### src/rtl/nn_param_loader.sv
// Purpose : streams the 1->N->N->1 MLP parameter set into the nn weight/bias register files.
// Latency : an accepted word is written one cycle later; done follows the last write by one cycle.
// Backpressure: s_ready is high only while loading (and while waiting for the checksum word).
//
// Ports:
//   clk, rst              rising-edge clock, asynchronous active-high reset
//   start, abort          begin a load (IDLE only) / terminate the load in progress
//   s_valid/s_ready/s_data  16-bit parameter word stream
//   wr_en/wr_sel/wr_row/wr_col/wr_data  single-word register write port towards nn
//   busy, done, err       load in progress, completion pulse, sticky checksum error
//
// Build option: define NN_LOAD_CHECKSUM_EN to expect one extra checksum word after the
// parameter words (mod-2^DATA_W sum of all words). Without it err is tied 0.
// Word order: l1weights(N), l1bias(N), l2weights(N*N, column fastest), l2bias(N),
// l3weights(N), outbias(1).
module nn_param_loader #(
   parameter int N      = 16,
   parameter int DATA_W = 16
) (
   input  logic                  clk,
   input  logic                  rst,
   input  logic                  start,
   input  logic                  abort,
   input  logic                  s_valid,
   input  logic [DATA_W-1:0]     s_data,
   output logic                  s_ready,
   output logic                  wr_en,
   output logic [2:0]            wr_sel,
   output logic [$clog2(N)-1:0]  wr_row,
   output logic [$clog2(N)-1:0]  wr_col,
   output logic [DATA_W-1:0]     wr_data,
   output logic                  busy,
   output logic                  done,
   output logic                  err
);

   localparam int              IW      = $clog2(N);
   localparam logic [IW-1:0]   IDX_MAX = IW'(N - 1);

   // S_FLUSH covers the cycle in which the last word is being written, so that
   // done lands one cycle after the final wr_en.
   typedef enum logic [2:0] {
      S_IDLE  = 3'd0,
      S_LOAD  = 3'd1,
      S_FLUSH = 3'd2,
      S_CHECK = 3'd3,
      S_DONE  = 3'd4
   } state_t;

   state_t              state_q, state_d;
   logic [2:0]          sel_q, sel_d;
   logic [IW-1:0]       row_q, row_d;
   logic [IW-1:0]       col_q, col_d;
   logic                wr_en_q, wr_en_d;
   logic [2:0]          wr_sel_q, wr_sel_d;
   logic [IW-1:0]       wr_row_q, wr_row_d;
   logic [IW-1:0]       wr_col_q, wr_col_d;
   logic [DATA_W-1:0]   wr_data_q, wr_data_d;
   logic                busy_q, busy_d;
   logic                done_q, done_d;
`ifdef NN_LOAD_CHECKSUM_EN
   logic [DATA_W-1:0]   sum_q, sum_d;
   logic                err_q, err_d;
`endif

   logic                accept;
   logic                last_row;
   logic                last_col;
   logic                last_word;

   always_comb begin
      state_d   = state_q;
      sel_d     = sel_q;
      row_d     = row_q;
      col_d     = col_q;
      wr_en_d   = 1'b0;
      wr_sel_d  = wr_sel_q;
      wr_row_d  = wr_row_q;
      wr_col_d  = wr_col_q;
      wr_data_d = wr_data_q;
`ifdef NN_LOAD_CHECKSUM_EN
      sum_d     = sum_q;
      err_d     = err_q;
`endif

      // abort suppresses acceptance of a beat presented in the same cycle
      s_ready   = ((state_q == S_LOAD) || (state_q == S_CHECK)) && !abort;
      accept    = s_valid && s_ready;
      last_row  = (row_q == IDX_MAX);
      last_col  = (col_q == IDX_MAX);
      last_word = (sel_q == 3'd5);

      case (state_q)
         S_IDLE: begin
            if (start && !abort) begin
               state_d = S_LOAD;
               sel_d   = 3'd0;
               row_d   = '0;
               col_d   = '0;
`ifdef NN_LOAD_CHECKSUM_EN
               sum_d   = '0;
               err_d   = 1'b0;
`endif
            end
         end

         S_LOAD: begin
            if (abort) begin
               state_d = S_IDLE;
            end else if (accept) begin
               wr_en_d   = 1'b1;
               wr_sel_d  = sel_q;
               wr_row_d  = row_q;
               wr_col_d  = col_q;
               wr_data_d = s_data;
`ifdef NN_LOAD_CHECKSUM_EN
               sum_d     = sum_q + s_data;
`endif
               // Per-section row/col counters; both are 0 on entry to a section,
               // so they map straight onto wr_row/wr_col.
               case (sel_q)
                  3'd0, 3'd1, 3'd3: begin
                     row_d = row_q + 1'b1;
                     if (last_row) begin
                        row_d = '0;
                        sel_d = sel_q + 3'd1;
                     end
                  end
                  3'd2: begin
                     col_d = col_q + 1'b1;
                     if (last_col) begin
                        col_d = '0;
                        row_d = row_q + 1'b1;
                        if (last_row) begin
                           row_d = '0;
                           sel_d = 3'd3;
                        end
                     end
                  end
                  3'd4: begin
                     col_d = col_q + 1'b1;
                     if (last_col) begin
                        col_d = '0;
                        sel_d = 3'd5;
                     end
                  end
                  default: begin
                     sel_d = sel_q;
                  end
               endcase
               if (last_word) begin
`ifdef NN_LOAD_CHECKSUM_EN
                  state_d = S_CHECK;
`else
                  state_d = S_FLUSH;
`endif
               end
            end
         end

         S_FLUSH: begin
            state_d = abort ? S_IDLE : S_DONE;
         end

         S_CHECK: begin
            if (abort) begin
               state_d = S_IDLE;
            end else if (accept) begin
`ifdef NN_LOAD_CHECKSUM_EN
               err_d   = (s_data != sum_q);
`endif
               state_d = S_DONE;
            end
         end

         S_DONE: begin
            state_d = S_IDLE;
         end

         default: begin
            state_d = S_IDLE;
         end
      endcase

      busy_d = (state_d != S_IDLE);
      done_d = (state_d == S_DONE);
   end

   always_ff @(posedge clk or posedge rst) begin
      if (rst) begin
         state_q   <= S_IDLE;
         sel_q     <= 3'd0;
         row_q     <= '0;
         col_q     <= '0;
         wr_en_q   <= 1'b0;
         wr_sel_q  <= 3'd0;
         wr_row_q  <= '0;
         wr_col_q  <= '0;
         wr_data_q <= '0;
         busy_q    <= 1'b0;
         done_q    <= 1'b0;
`ifdef NN_LOAD_CHECKSUM_EN
         sum_q     <= '0;
         err_q     <= 1'b0;
`endif
      end else begin
         state_q   <= state_d;
         sel_q     <= sel_d;
         row_q     <= row_d;
         col_q     <= col_d;
         wr_en_q   <= wr_en_d;
         wr_sel_q  <= wr_sel_d;
         wr_row_q  <= wr_row_d;
         wr_col_q  <= wr_col_d;
         wr_data_q <= wr_data_d;
         busy_q    <= busy_d;
         done_q    <= done_d;
`ifdef NN_LOAD_CHECKSUM_EN
         sum_q     <= sum_d;
         err_q     <= err_d;
`endif
      end
   end

   assign wr_en   = wr_en_q;
   assign wr_sel  = wr_sel_q;
   assign wr_row  = wr_row_q;
   assign wr_col  = wr_col_q;
   assign wr_data = wr_data_q;
   assign busy    = busy_q;
   assign done    = done_q;
`ifdef NN_LOAD_CHECKSUM_EN
   assign err     = err_q;
`else
   assign err     = 1'b0;
`endif

endmodule

### config.mk
export PLATFORM = sky130hd
export DESIGN_NAME = nn_param_loader
export DESIGN_NICKNAME = d
export VERILOG_FILES = /design/src/rtl/nn_param_loader.sv
export SDC_FILE = /design/constraint.sdc
export NUM_CORES = 1
export LEC_CHECK = 0
export CAP_MARGIN = 20
export CORE_MARGIN = 2
export CORE_UTILIZATION = 49
export CTS_CLUSTER_DIAMETER = 80
export DETAILED_ROUTE_END_ITERATION = 7
export GPL_TIMING_DRIVEN = 0
export PLACE_DENSITY_LB_ADDON = 0.3
export SETUP_SLACK_MARGIN = 0.3
export SKIP_LAST_GASP = 1
export SYNTH_ARGS = -nofsm -noshare
export SYNTH_HDL_FRONTEND = slang
export SYNTH_SLANG_ARGS = --single-unit
### constraint.sdc
create_clock -name clk -period 2.45 [get_ports clk]
set_input_delay 0.245 -clock clk [delete_from_list [all_inputs] [get_ports clk]]
set_output_delay 0.245 -clock clk [all_outputs]
set_load 0.05 [all_outputs]
## Word level (Yosys, flattened, before mapping)

Index checks and enable logic that the tools add are counted.

| word-level totals | value |
|---|---|
| bits in registers | 44 |
| latch bits | 0 |
| bits in writable memories | 0 |
| ROM bits | 0 |
| output and inout port bits | 32 |
| word-level logic and storage cells | 83 |
| memories kept | 0 |

| cells by class | value |
|---|---|
| add/subtract/negate cells | 3 |
| multiply operators | 0 |
| div/mod/pow operators | 0 |
| order comparisons | 0 |
| equality and inequality tests | 21 |
| shift-type cells | 0 |
| mux-type cells | 32 |
| bitwise logic cells | 1 |
| reductions and logical operators | 15 |

Operator list:

| kind | count |
|---|---|
| 3-bit two-way mux | 14 |
| 4-bit two-way mux | 9 |
| 4-bit case mux with 2 select lines | 3 |
| 3-bit by 2-bit == test with 1-bit output, second input constant | 4 |
| 3-bit inequality test, second input constant | 4 |
| 3-bit case mux with 4 select lines | 1 |
| 3-bit == test, second input constant | 3 |
| 3-bit case mux with 3 select lines | 1 |
| 9-bit AND reduction | 1 |
| 4-bit by 1-bit adder with 4-bit output, second input constant | 2 |
| 4-bit == test, second input constant | 2 |
| 2-bit inequality test, second input constant | 4 |
| 3-bit by 1-bit == test with 1-bit output, second input constant | 2 |
| 3-bit logical NOT | 2 |
| 3-bit case mux with 2 select lines | 1 |
| 6-bit AND reduction | 1 |
| 5-bit AND reduction | 1 |
| 4-bit by 1-bit inequality test with 1-bit output, second input constant | 1 |
| 3-bit by 1-bit adder with 3-bit output, second input constant | 1 |
| 1-bit logical AND | 3 |
| 1-bit two-way mux | 3 |
| 3-bit by 1-bit inequality test with 1-bit output, second input constant | 1 |
| 3-bit AND reduction | 1 |
| 3-bit nonzero test | 1 |
| 6 further kinds | 6 |

## Longest topological paths before layout

Gate-level depths: netlist of run 1.

| logic depth | value |
|---|---|
| depth after elaboration | 8 |
| mapped depth | 7 |
| gate-level depth less buffers | 6 |

## Least setup slack after synthesis of run 1

Ideal clock, no wire load.

| path | value |
|---|---|
| path kind | reg-to-reg |
| start | reg state_q[2] |
| end | reg wr_data_q[0], in the netlist wr_data[0] |
| data arrival time | 1.786 ns |
| required time | 2.325 ns |
| setup slack | 0.539 ns |
| cell stages (with the launch flop) | 6 |
| path buffers | 1 |
| period minus slack after synthesis | 1.911 ns |
| cell sequence | dfrtp_1 -> nor2_1 -> and2_1 -> nand3_4 -> buf_2 -> mux2_2 |

| between the ends | value |
|---|---|
| longest elaborated chain between the ends | 5 |
| elaborated cells between the ends (all ways) | 6 |

Ends and longest elaborated chain:

| item | RTL line | source |
|---|---|---|
| start, declared | 50 | `state_t state_q, state_d;` |
| start signal, assigned | 207 | `state_q <= state_d;` |
| 3-bit by 1-bit == test with 1-bit output / 3-bit by 2-bit == test with 1-bit output (equally long branches) | 87 | `s_ready = ((state_q == S_LOAD) \|\| (state_q == S_CHECK)) && !abort;` |
| 1-bit logical OR (*) | 87 |  |
| 1-bit logical AND (*) | 87 |  |
| named net s_ready | 26 | `output logic s_ready,` |
| 1-bit logical AND (*) | 88 | `accept = s_valid && s_ready;` |
| 3-bit AND reduction (no line) (*) | n/a |  |
| end signal, assigned | 215 | `wr_data_q <= wr_data_d;` |
| end, declared | 58 | `logic [DATA_W-1:0] wr_data_q, wr_data_d;` |

The timed path passes the listed nets; every way through them passes the cells marked *.
A chain may end at the register's enable or synchronous reset.

## Worst setup path in the final report of run 1

| path | value |
|---|---|
| start | reg sel_q[0] |
| end | reg row_q[0] |

| between the ends | value |
|---|---|
| longest elaborated chain between the ends | 6 |
| elaborated cells between the ends (all ways) | 12 |

Ends and longest elaborated chain:

| item | RTL line | source |
|---|---|---|
| start, declared | 51 | `logic [2:0] sel_q, sel_d;` |
| start signal, assigned | 208 | `sel_q <= sel_d;` |
| 3-bit by 1-bit == test with 1-bit output, or another cell as far along | 121 | `case (sel_q)` |
| 3-bit OR reduction | 121 |  |
| 4-bit case mux with 2 select lines | 121 |  |
| 4-bit two-way mux | 110 | `end else if (accept) begin` |
| 4-bit two-way mux | 108 | `if (abort) begin` |
| 4-bit case mux with 2 select lines | 93 | `case (state_q)` |
| end signal, assigned | 209 | `row_q <= row_d;` |
| end, declared | 52 | `logic [IW-1:0] row_q, row_d;` |

Several ways; a longest one is shown, not always the timed one. The select of a mux whose other input is x is not followed.

==> impl_summary.md, run 1 <==
GRT
For this run, the total global-route usage over all layers was measured as a little under a fifth. The via count of the first global-routing pass came to 1559. Entering global routing, the biggest net connects 30 pins. The total overflow left after global routing is 0.

The number of antenna violations at the first check in global routing is 0. The global-route wire length before repair is between 6000 and 7000 µm.

Placed design
The port buffer count is 51. The half-perimeter wire length after placement is 3090 µm. Timing analysis after detailed placement gives a worst setup slack of 0.250 ns. Routability-driven placement finished with a final weighted congestion of 0.787.

The number of placed instances, taps included, is 275.

Synthesis
In the post-synthesis netlist, the biggest area contributors are sky130_fd_sc_hd__dfrtp_1 (51%), sky130_fd_sc_hd__mux2_2 (15%), sky130_fd_sc_hd__ha_1 (4.0%). The count of synthesis-stage warnings from yosys is 0. The share of synthesized registers carrying an async set or reset is between 90% and 100%. Of all cell types, the one taking the most synthesized area is sky130_fd_sc_hd__dfrtp_1. The number of flops mapped to enable cells by yosys is 0.

The cell count after synthesis is 171. The number of synthesized register bits is 44. In this run the mean area of a mapped cell was around 13 µm².

The area share of the leading cell type in the synthesized netlist is around half. The number of unique standard cell types used by synthesis is 52. The post-synthesis instance area is 2170 µm². When the netlist entered floorplanning its net count stood at roughly 200. In the synthesized netlist the dominant register cell turns out to be sky130_fd_sc_hd__dfrtp_1. Summing the sequential cell areas from Yosys gives between 50 and 60% of the chip area.

Worst setup path
The type of the setup path with the least slack is flop to flop. The data required time of the critical path is between 2 and 3 ns. The highest-delay cell along the critical path is sky130_fd_sc_hd__dfrtp_1. The largest stage delay on the critical path is 0.41 ns. The maximum fanout encountered on the critical timing path is 7.

The endpoint class of the critical path is a flop. The combined buffer and inverter count along the critical path is 1. The category of cells accounting for the largest share of critical-path delay is compound AO/OA/AOI/OAI gates. The launching element type of the critical path is a flop. Walking the worst path, the cells encountered are inv_1, ha_1, or3_1, a21o_1, o21ai_2, mux2_4. STA puts the critical path data arrival time at between 2 and 2.5 ns.

Routing
For this block, the initial DRC count from the detailed router was 54. The first detailed-routing pass ran for 4 iterations. The routed wirelength normalized by instance count is 14.8 µm. The detail-routed via count per cell is 5.43.

After detailed routing, the number of remaining DRC violations is 0. The number of nets with antenna violations after detailed routing is 0. The via count of the routed design is 1538. The wire length reported by the detailed router is about 4200 µm.

Timing
The routed design could run at a clock period as short as 2.03 ns. The sum of negative setup slack is 0 ns. The hold violation count in the final report came to 0. The final count of negative-setup-slack endpoints is 0. At the pin with the least slew margin, the transition time is between 0.5 and 0.6 ns. The worst clock skew is roughly 0.0062 ns. Timing would allow up to 492 MHz. The worst slew margin relative to its limit is 62.5%.

The count of final max-slew check failures is 0. The worst path uses 83.0% of the clock period. Setup repair after global routing left no endpoint under its margin. Setup slack closes at 0.418 ns. Final hold analysis gives a worst-case slack of 0.237 ns.

Floorplanning
After floorplanning, the core was divided into 24 placement rows. The total area inside the core boundary comes to 4290 µm². The count of boundary I/O pins is between 50 and 60. For this configuration, the core starts out at a cell density of about 50%. The die is 70.5 µm wide. The floorplan step defined a die boundary enclosing 4970 µm². The floorplan die height is 70.5 µm.

Power and ir drop
The worst-case IR drop observed on VDD is about 0.62 mV. The static power due to leakage is 1.31 nW. Power spread over the standard cell area amounts to 1250 nW/µm².

Hold path
The tightest min-delay check is of the input port to asynchronous set/reset pin type.

Status
The flow ran to the end, and the final reports show no timing, DRC or antenna violations.

Clock tree
The clock drives 44 sinks. The number of buffers inserted by hold repair at cts is 0. The number of buffers between clock root and the deepest sink is 2. TritonCTS built the clock tree. The clock transition at the registers of the reported paths is 0.09 ns. The CTS buffer count is 5.

The clock latency at the later pin of the worst-skew pair is roughly 0.3 ns. In this run the number of H-tree levels came out at 2. The clock tree root driver cell is sky130_fd_sc_hd__clkbuf_8.

Layout
The final-layout fill cell count is 331. Cells with a size suffix above 1 make up 26.4% of the layout. Summing all flip-flop and latch instances after layout gives about 1100 µm². The final net count is 258. The area added between synthesis and finish is 33.1%. In the final layout, the multi-input gates occupy 980 µm². The number of antenna repair diodes is 0. In the layout the commonest cells are sky130_fd_sc_hd__clkdlybuf4s50_1 (50), sky130_fd_sc_hd__dfrtp_1 (44), sky130_fd_sc_hd__mux2_2 (28), sky130_fd_sc_hd__inv_1 (8). The non-filler instance count after layout is about 280. Leaving out fill and tap cells, the most frequent cell in the layout is sky130_fd_sc_hd__clkdlybuf4s50_1.

Run
Across the run, the number of max-cap violations was 0.
## synthesized netlist by cell type (2+ instances only)
library cell,instances
sky130_fd_sc_hd__dfrtp_1,44
sky130_fd_sc_hd__inv_1,9
sky130_fd_sc_hd__nand2_1,6
sky130_fd_sc_hd__and2_1,2
sky130_fd_sc_hd__o21ai_0,5
sky130_fd_sc_hd__nor2_1,5
sky130_fd_sc_hd__o31ai_1,2
sky130_fd_sc_hd__ha_1,7
sky130_fd_sc_hd__a21o_1,2
sky130_fd_sc_hd__mux2_2,28
sky130_fd_sc_hd__nand3_1,7
sky130_fd_sc_hd__or3_1,2
sky130_fd_sc_hd__a21oi_1,3
sky130_fd_sc_hd__and3_2,2
sky130_fd_sc_hd__buf_4,3
sky130_fd_sc_hd__clkbuf_1,2
sky130_fd_sc_hd__buf_2,2
sky130_fd_sc_hd__mux2i_1,5
sky130_fd_sc_hd__a22o_1,2
## per-layer routing
metal | vias up | share of wire (%) | GRT usage (%)
li1 | 731 | - | -
met1 | 755 | 43 | 20.8
met2 | 46 | 50 | 31.7
met3 | 6 | 6.0 | 5.48
met4 | 0 | 1.3 | 6.20
met5 | - | 0 | 0
## logic make-up (layout without fill, tap and decap cells)
kind of cell	after synthesis	after routing	share of synthesized area [%]
buf+inv	17	77	3.93
simple gates	37	37	10.7
compound gates	30	30	12.1
fa+ha+maj	7	7	4.04
other cells	1	1	0.173
flops	44	44	50.8
mux	35	35	18.2
## final cells by class
cell class                      instances  share of cell area, %
Sequential cell                        44                   38.2
Multi-Input combinational cell        110                   34.0
Timing Repair Buffer                   52                   18.4
Clock buffer                            6                   2.86
Tap cell                               52                   2.26
Buffer                                  8                   1.82
Clock inverter                          2                   1.35
Inverter                                9                   1.17
## timing repair
item | CTS | global route
setup endpoints to repair | 1 | 3
resized for setup | 1 | 2
buffers inserted | 0 | 0
## metrics by stage
step	area, µm²	util (%)	total power [mW]
2_1_floorplan	2170	-	2.47
3_3_place_gp	2740	63.8	3.00
3_5_place_dp	2760	64.3	3.05
4_1_cts	2880	67.1	3.64
5_1_grt	2880	67.1	3.81
6_report	2880	67.1	3.61
## worst paths after layout
path                       startpoint    endpoint  slack, ns  depth (start not counted)
max in group asynchronous         rst  wr_data[0]       1.75                          3
hold reg to reg             wr_row[0]   wr_row[0]       0.51                          1
hold / removal                    rst    col_q[2]       0.24                          2
min in group clk            wr_row[0]   wr_row[0]       0.51                          1
setup reg to reg             sel_q[0]    row_q[0]       0.42                          6
setup / recovery             sel_q[0]    row_q[0]       0.42                          6
## state kept, by name, indices dropped and copies added (netlist names)
register and flops:
state_q 3, busy 1, wr_col 4, wr_en 1, col_q 4, wr_data 16
sel_q 3, wr_sel 3, done 1, wr_row 4, row_q 4
## report_power, final
| part | switching [mW] | leakage, nW | total, mW | internal, mW |
|---|---|---|---|---|
| registers | 0.157 | 0.572 | 1.13 | 0.977 |
| clock network | 0.259 | 0.0614 | 0.593 | 0.334 |
| logic | 1.17 | 0.674 | 1.89 | 0.721 |
Note: power is estimated with default switching activity, not from simulation.
==> run 2, diff against run 1 <==
- clock period: 2.45 -> 1.98 ns (I/O delays scaled with it)
==> run 2 against run 1 <==
  * Critical endpoint unchanged
  * Sequential power grew 23%
  * Power increased by 27%
  * Largest cell class unchanged
  * Design area up 7.1%
==> impl_summary.md, run 2 (synthesized netlist as in run 1, its figures left out) <==
Status
The run finished with clean final reports.

Worst setup path
Traced cell by cell, the critical path runs through inv_2, ha_2, or3_4, a21o_1, o21ai_2, mux2_4. The data required time of the critical path is 2.17 ns. The largest stage delay on the critical path is between 0.3 and 0.4 ns.

STA puts the critical path data arrival time at between 2 and 2.5 ns. The highest-delay cell along the critical path is sky130_fd_sc_hd__dfrtp_1. The category of cells accounting for the largest share of critical-path delay is flip-flops.

The maximum fanout encountered on the critical timing path is 7. The combined buffer and inverter count along the critical path is 1. The endpoint class of the critical path is a flop. The critical path in this run is classified as flop to flop. The worst setup path is launched from a flop.

Power and ir drop
In this run the power spent charging and discharging nets is 2.01 mW. Of the total power, the clock network draws about 16%. Combinational logic is responsible for 54.1% of the overall power. Per report_power, the sequential group accounts for 30.4% of the total. Dividing total power by cell area gives a power density of approximately 1500 nW/µm². The largest vdd supply drop is 0.814 mV.

Power comes to 4.57 mW. The static power due to leakage is approximately 1.7 nW. Of the total power, the share spent switching nets is 44.0%. Cell internal power was estimated by the tool at roughly 2.6 mW.

Clock tree
After clock tree synthesis, the clock-pin slew on the worst setup and hold paths is around 0.09 ns. For the worst-skew pair, the clock arrives at the later sink with an insertion delay of 0.30 ns. The H-tree was split into 2 levels. Counting along the longest clock path gives a buffer depth of 2. The clock tree root driver cell is sky130_fd_sc_hd__clkbuf_8. The TritonCTS clock tree is yes. The number of clock buffers added by TritonCTS is 5. The clock drives 44 sinks.

Placed design
In this run the cell area measured after placement is 2780 µm². The worst slack at placement is -0.0706 ns. Port buffering added 51 buffers. At the end of routability-driven placement, the weighted congestion stood at roughly 0.8.

The half-perimeter wire length after placement is approximately 3000 µm.

Floorplanning
The initial core utilization is 50.4%. The region available for standard cell placement spans approximately 4300 µm². The die area is 4970 µm². The placement row count is 24. The floorplan step set the die height to 70.5 µm. The horizontal extent of the die is 70.5 µm. During I/O placement, the number of pins put on the boundary was 53.

Routing
The number of nets with antenna violations after detailed routing is 0. For this block, the initial DRC count from the detailed router was 79. The first-pass iteration count of the detailed router is 4.

The final route contains 1570 vias. The wire length reported by the detailed router is 4300 µm. The count of unresolved DRC violations after routing is 0. The detail-routed via count per cell is 5.34.

The routed wirelength normalized by instance count is ~15 µm.

Layout
The final-layout fill cell count is 314. The combined area of the multi-input logic cells is 1040 µm². The most common cell after layout, fill and taps aside is sky130_fd_sc_hd__dfrtp_1. With fillers left out, the area of the finished cells amounts to a little over 3000 µm². The repair_antennas step left the layout with diodes totalling 0. From synthesis to final layout, the design area changed by 42.6%.

The number of flip-flops under the largest register name is 16. In the layout the commonest cells are sky130_fd_sc_hd__dfrtp_1 (42), sky130_fd_sc_hd__mux2_2 (28), sky130_fd_sc_hd__clkdlybuf4s50_1 (25), sky130_fd_sc_hd__dlymetal6s2s_1 (23), sky130_fd_sc_hd__buf_4 (14). The fraction of layout instances using a drive strength above 1 is roughly 37%. The final net count is between 200 and 300.

Across the whole layout, storage elements account for 1100 µm².

Hold path
The worst hold path class is input port to asynchronous set/reset pin.

Timing
Dividing the final minimum period by the clock period gives 93.0%. The worst path in the final design needs a cycle of 1.84 ns, including I/O delays and setup. For the pin with the worst max-slew slack, the measured transition is 0.580 ns. Across all setup checks in the final design, the least slack found is 0.138 ns. The final count of negative-setup-slack endpoints is 0. The hold violation count in the final report is 0. Static timing analysis puts the maximum clock frequency at approximately 540 MHz. In the final timing run, aggregate negative setup slack is 0 ns.

The worst clock skew is 0.0111 ns. The count of final max-slew check failures was 0. Measured against its own limit, the worst slew margin works out to 60.6%.

Setup repair after global routing could not meet its margin everywhere.

GRT
The total grt overflow is 0. The number of antenna violations at the first check in global routing is 0. The pin count of the biggest net entering global routing is 34. The overall fraction of global-route tracks in use is 18.7%. The first global-routing pass estimated 7290 µm of wire. The via count of the first global-routing pass was 1608.

Run
The number of maximum-capacitance constraint violations is 0.
==> run 2: cell type report <==
type                    instances  area share [%]
flip-flops and latches         44            35.7
multi-input cells             110            33.6
repair buffers                 63            21.5
plain buffers                   8            2.27
clock buffers                   5            2.23
well taps                      52            2.11
clock inverters                 3            1.50
inverters                       9            1.09
==> run 2: repair_timing <==
item / 4_1_cts / 5_1_grt
gates resized for setup: 9 / 42
hold buffers: 0 / 0
setup buffers: 6 / 5
setup endpoints to repair: 30 / 54
pin swaps: 3 / 5
==> run 2: final timing paths <==
kind / from / end / slack (ns) / cells past startpoint
hold reg to reg: wr_data[12] / wr_data[12] / 0.50 / 1
max in group asynchronous: rst / wr_col[2] / 1.37 / 3
setup reg to reg: sel_q[0] / row_q[0] / 0.14 / 6
hold / removal: rst / wr_data[0] / 0.15 / 2
setup / recovery: sel_q[0] / row_q[0] / 0.14 / 6
min in group clk: s_data[5] / wr_data[5] / 0.50 / 2
==> run 2: routing by layer <==
layer  vias to the layer above  part of all wire [%]  track usage, %
met2                        44                    50            31.2
met4                         0                   1.5            8.97
li1                        758                     -               -
met3                         8                   6.2            4.47
met1                       760                    42            22.7
met5                         -                     0               0
==> run 2: power groups by stage <==
| stage | clock network, mW | registers [mW] | logic (mW) |
|---|---|---|---|
| CTS | 0.733 | 1.40 | 2.45 |
| global route | 0.762 | 1.45 | 2.63 |
| finish | 0.711 | 1.39 | 2.47 |
| global placement | 0 | 1.41 | 2.34 |
| floorplan | 0 | 2.22 | 0.866 |
| detailed placement | 0 | 1.43 | 2.37 |
==> run 2: per-stage QoR <==
| step | std cells | util, % | hold slack, ns |
|---|---|---|---|
| 4_1_cts | 289 | 68.8 | 0.149 |
| 3_5_place_dp | 275 | 64.7 | 0.481 |
| 3_3_place_gp | 274 | 64.2 | 0.485 |
| 2_1_floorplan | 171 | - | 0.327 |
| 5_1_grt | 294 | 71.9 | 0.159 |
| 6_report | 294 | 71.9 | 0.146 |
==> run 2: worst register-to-register path, stage by stage, from the launching register on <==
cell                      delay (ns)
sky130_fd_sc_hd__dfrtp_1        0.39
sky130_fd_sc_hd__inv_2          0.07
sky130_fd_sc_hd__ha_2           0.22
sky130_fd_sc_hd__or3_4          0.38
sky130_fd_sc_hd__a21o_1         0.20
sky130_fd_sc_hd__o21ai_2        0.16
sky130_fd_sc_hd__mux2_4         0.31
==> run 3, diff against run 2 <==
- CELL_PAD_IN_SITES_DETAIL_PLACEMENT: not set -> 0
- CELL_PAD_IN_SITES_GLOBAL_PLACEMENT: not set -> 1
- CORE_UTILIZATION: 49 -> 39
- SLEW_MARGIN: not set -> 5
==> run 3 against run 2 <==
  * Clock skew decreased by 0.0032 ns
  * Die area rose by 24%
  * Count of clock-buffer cells in the layout up 1
  * Non-clock buffer count is 2 higher
  * Design area grew 4.2%
  * Cell count is 7.5% higher
  * Hold slack better by 0.11 ns
  * Sequential power grew 3%
  * Fmax down 0.79%
  * Register-to-register slack about the same
  * Critical path type unchanged
==> impl_summary.md, run 3 (synthesized netlist as in run 1, its figures left out) <==
Timing
After layout, the minimum clock period comes to roughly 1.9 ns. Timing would allow up to 538 MHz. Setup repair after global routing could not meet its margin everywhere. The sum of negative setup slack is 0 ns.

The hold violation count in the final report is 0. The worst clock skew is 0.00792 ns. On the final layout, the worst hold slack is 0.254 ns.

In the post-route analysis, the smallest setup slack over all paths is 0.123 ns. The final count of negative-setup-slack endpoints is 0. The worst slew margin relative to its limit is 61.2%.

The count of final max-slew check failures is 0. The final period utilization is 93.8%. The transition at the pin with the smallest max-transition slack is roughly 0.57 ns.

Layout
The area added between synthesis and finish is 48.6%. The number of flip-flops under the largest register name is 16. The non-filler instance count after layout is about 320.

The final net count is around 270. The number of antenna diodes in the final layout is 0. The fraction of layout instances using a drive strength above 1 is 38.9%. After routing the design area is 3220 µm². The library cell used most frequently in the layout, excluding fill and tap cells, is sky130_fd_sc_hd__dfrtp_1. The library cells used most frequently in the layout, excluding fill and tap cells, are sky130_fd_sc_hd__dfrtp_1 (40), sky130_fd_sc_hd__clkdlybuf4s50_1 (35), sky130_fd_sc_hd__mux2_2 (27), sky130_fd_sc_hd__dlymetal6s2s_1 (15), sky130_fd_sc_hd__buf_4 (12).

Placed design
Once placement finished, the instance area stood at 2810 µm². The half-perimeter wire length after placement is 3080 µm. The number of cells after detailed placement is around 300.

At the end of routability-driven placement, the weighted congestion stood at 0.770. Prior to clock tree synthesis, the placed netlist has a worst setup slack of -0.143 ns. The port buffer count is 51.

Clock tree
The number of buffers between clock root and the deepest sink is 2. Clock-pin slew was measured on the worst setup and hold paths at 0.08 ns. The number of H-tree levels is 2.

Clock tree synthesis found a total of 44 sinks. TritonCTS built the clock tree. The clock tree root driver cell is sky130_fd_sc_hd__clkbuf_8. Buffers inserted during clock tree synthesis total 5.

The clock latency at the later pin of the worst-skew pair is between 0.2 and 0.3 ns.

Routing
The count of unresolved DRC violations after routing is 0. Detailed routing inserted a total of 1575 vias. Summed over all layers, the routed wires come to 4550 µm.

The DRC marker count from the first detailed-route iteration is between 60 and 70. The detail route stage leaves a number of antenna-violating nets equal to 0. The first-pass iteration count of the detailed router is 4. Dividing the detail-routed wire length by the instance count gives 14.4 µm. Using the TritonRoute via totals, the vias-per-cell ratio works out to 4.98.

Floorplanning
The count of boundary I/O pins is 53. The initial core utilization is 39.8%. The die area is 6170 µm².

The horizontal extent of the die is 78.5 µm. The core outline area is 5440 µm². After floorplanning, the core was divided into 27 placement rows. The floorplan die height is 78.5 µm.

Hold path
The worst hold path class is input port to asynchronous set/reset pin.

Worst setup path
In this run the worst path has a maximum fanout of 4. STA classifies the critical path endpoint as a flop. For the worst setup path, the data arrival time is 2.04 ns. The launching element type of the critical path is a flop. The type of the setup path with the least slack is flop to flop. The critical path starts at sel_q[0].

At the worst endpoint, the required time is 2.16 ns. In this run the critical register-to-register path is launched from sel_q[0].

Status
The flow ran to the end, and the final reports show no timing, DRC or antenna violations.

Power and ir drop
The total power divided by cell area is between 1500 and 2000 nW/µm². The largest vdd supply drop is roughly 0.62 mV. Summed over all cells, the static leakage comes to 1.62 nW.

GRT
The pin count of the biggest net entering global routing is 24. Global routing finished with a remaining overflow of 0. The number of antenna violations at the first check in global routing came to 0.

The via count of the first global-routing pass was 1548. The overall fraction of global-route tracks in use is 14.8%. The global-route wire length before repair is 7110 µm.

Run
The number of maximum-capacitance constraint violations is 0.
## run 3: power breakdown
group	total (mW)	switching, mW	internal [mW]
registers	1.43	0.217	1.21
clock network	0.662	0.288	0.374
logic	2.77	1.59	1.18
## run 3: repair_timing
item	CTS	global route
resized for setup	18	38
buffers inserted	7	5
hold buffers	0	0
pin swaps	5	3
endpoints found under the setup margin	27	46
cloned	0	1
## run 3: path summary, 6_finish.rpt
kind,endpoint,slack [ns],depth (start not counted)
max,row_q[0],0.12,6
min,wr_data[14],0.25,2
max reg2reg,row_q[0],0.12,6
min reg2reg,wr_col[0],0.50,1
max in group asynchronous,col_q[1],1.25,3
min in group clk,wr_col[0],0.50,1
## run 3: area by class of cell
type                            instances  area [µm²]
Multi-Input combinational cell        110        1100
Clock inverter                          2        35.0
Inverter                                9        41.3
Tap cell                               72        90.1
Buffer                                  8        71.3
Timing Repair Buffer                   65         697
Clock buffer                            6        72.6
Fill cell                             454        2220
Sequential cell                        44        1110
## run 3: per-stage QoR
stage               power (mW)  utilization [%]
finish                    4.87             59.2
global route              5.14             59.2
CTS                       4.64             55.8
detailed placement        3.81             51.7
global placement          3.77             51.2
floorplan                 3.09                -
## run 3: critical path: stages, from the launching register on
cell and delay, ns:
sky130_fd_sc_hd__dfrtp_2 0.44, sky130_fd_sc_hd__inv_4 0.07, sky130_fd_sc_hd__ha_4 0.17, sky130_fd_sc_hd__or3_4 0.37, sky130_fd_sc_hd__a21o_1 0.22, sky130_fd_sc_hd__o21ai_2 0.16
sky130_fd_sc_hd__mux2_4 0.31
## run 3: per-layer routing
| metal | up-vias | wire length, µm | GRT usage [%] |
|---|---|---|---|
| met5 | - | 0 | 0 |
| met4 | 0 | 82 | 5.61 |
| met3 | 8 | 186 | 4.02 |
| met2 | 35 | 2240 | 24.9 |
| met1 | 773 | 2040 | 18.0 |
| li1 | 759 | - | - |
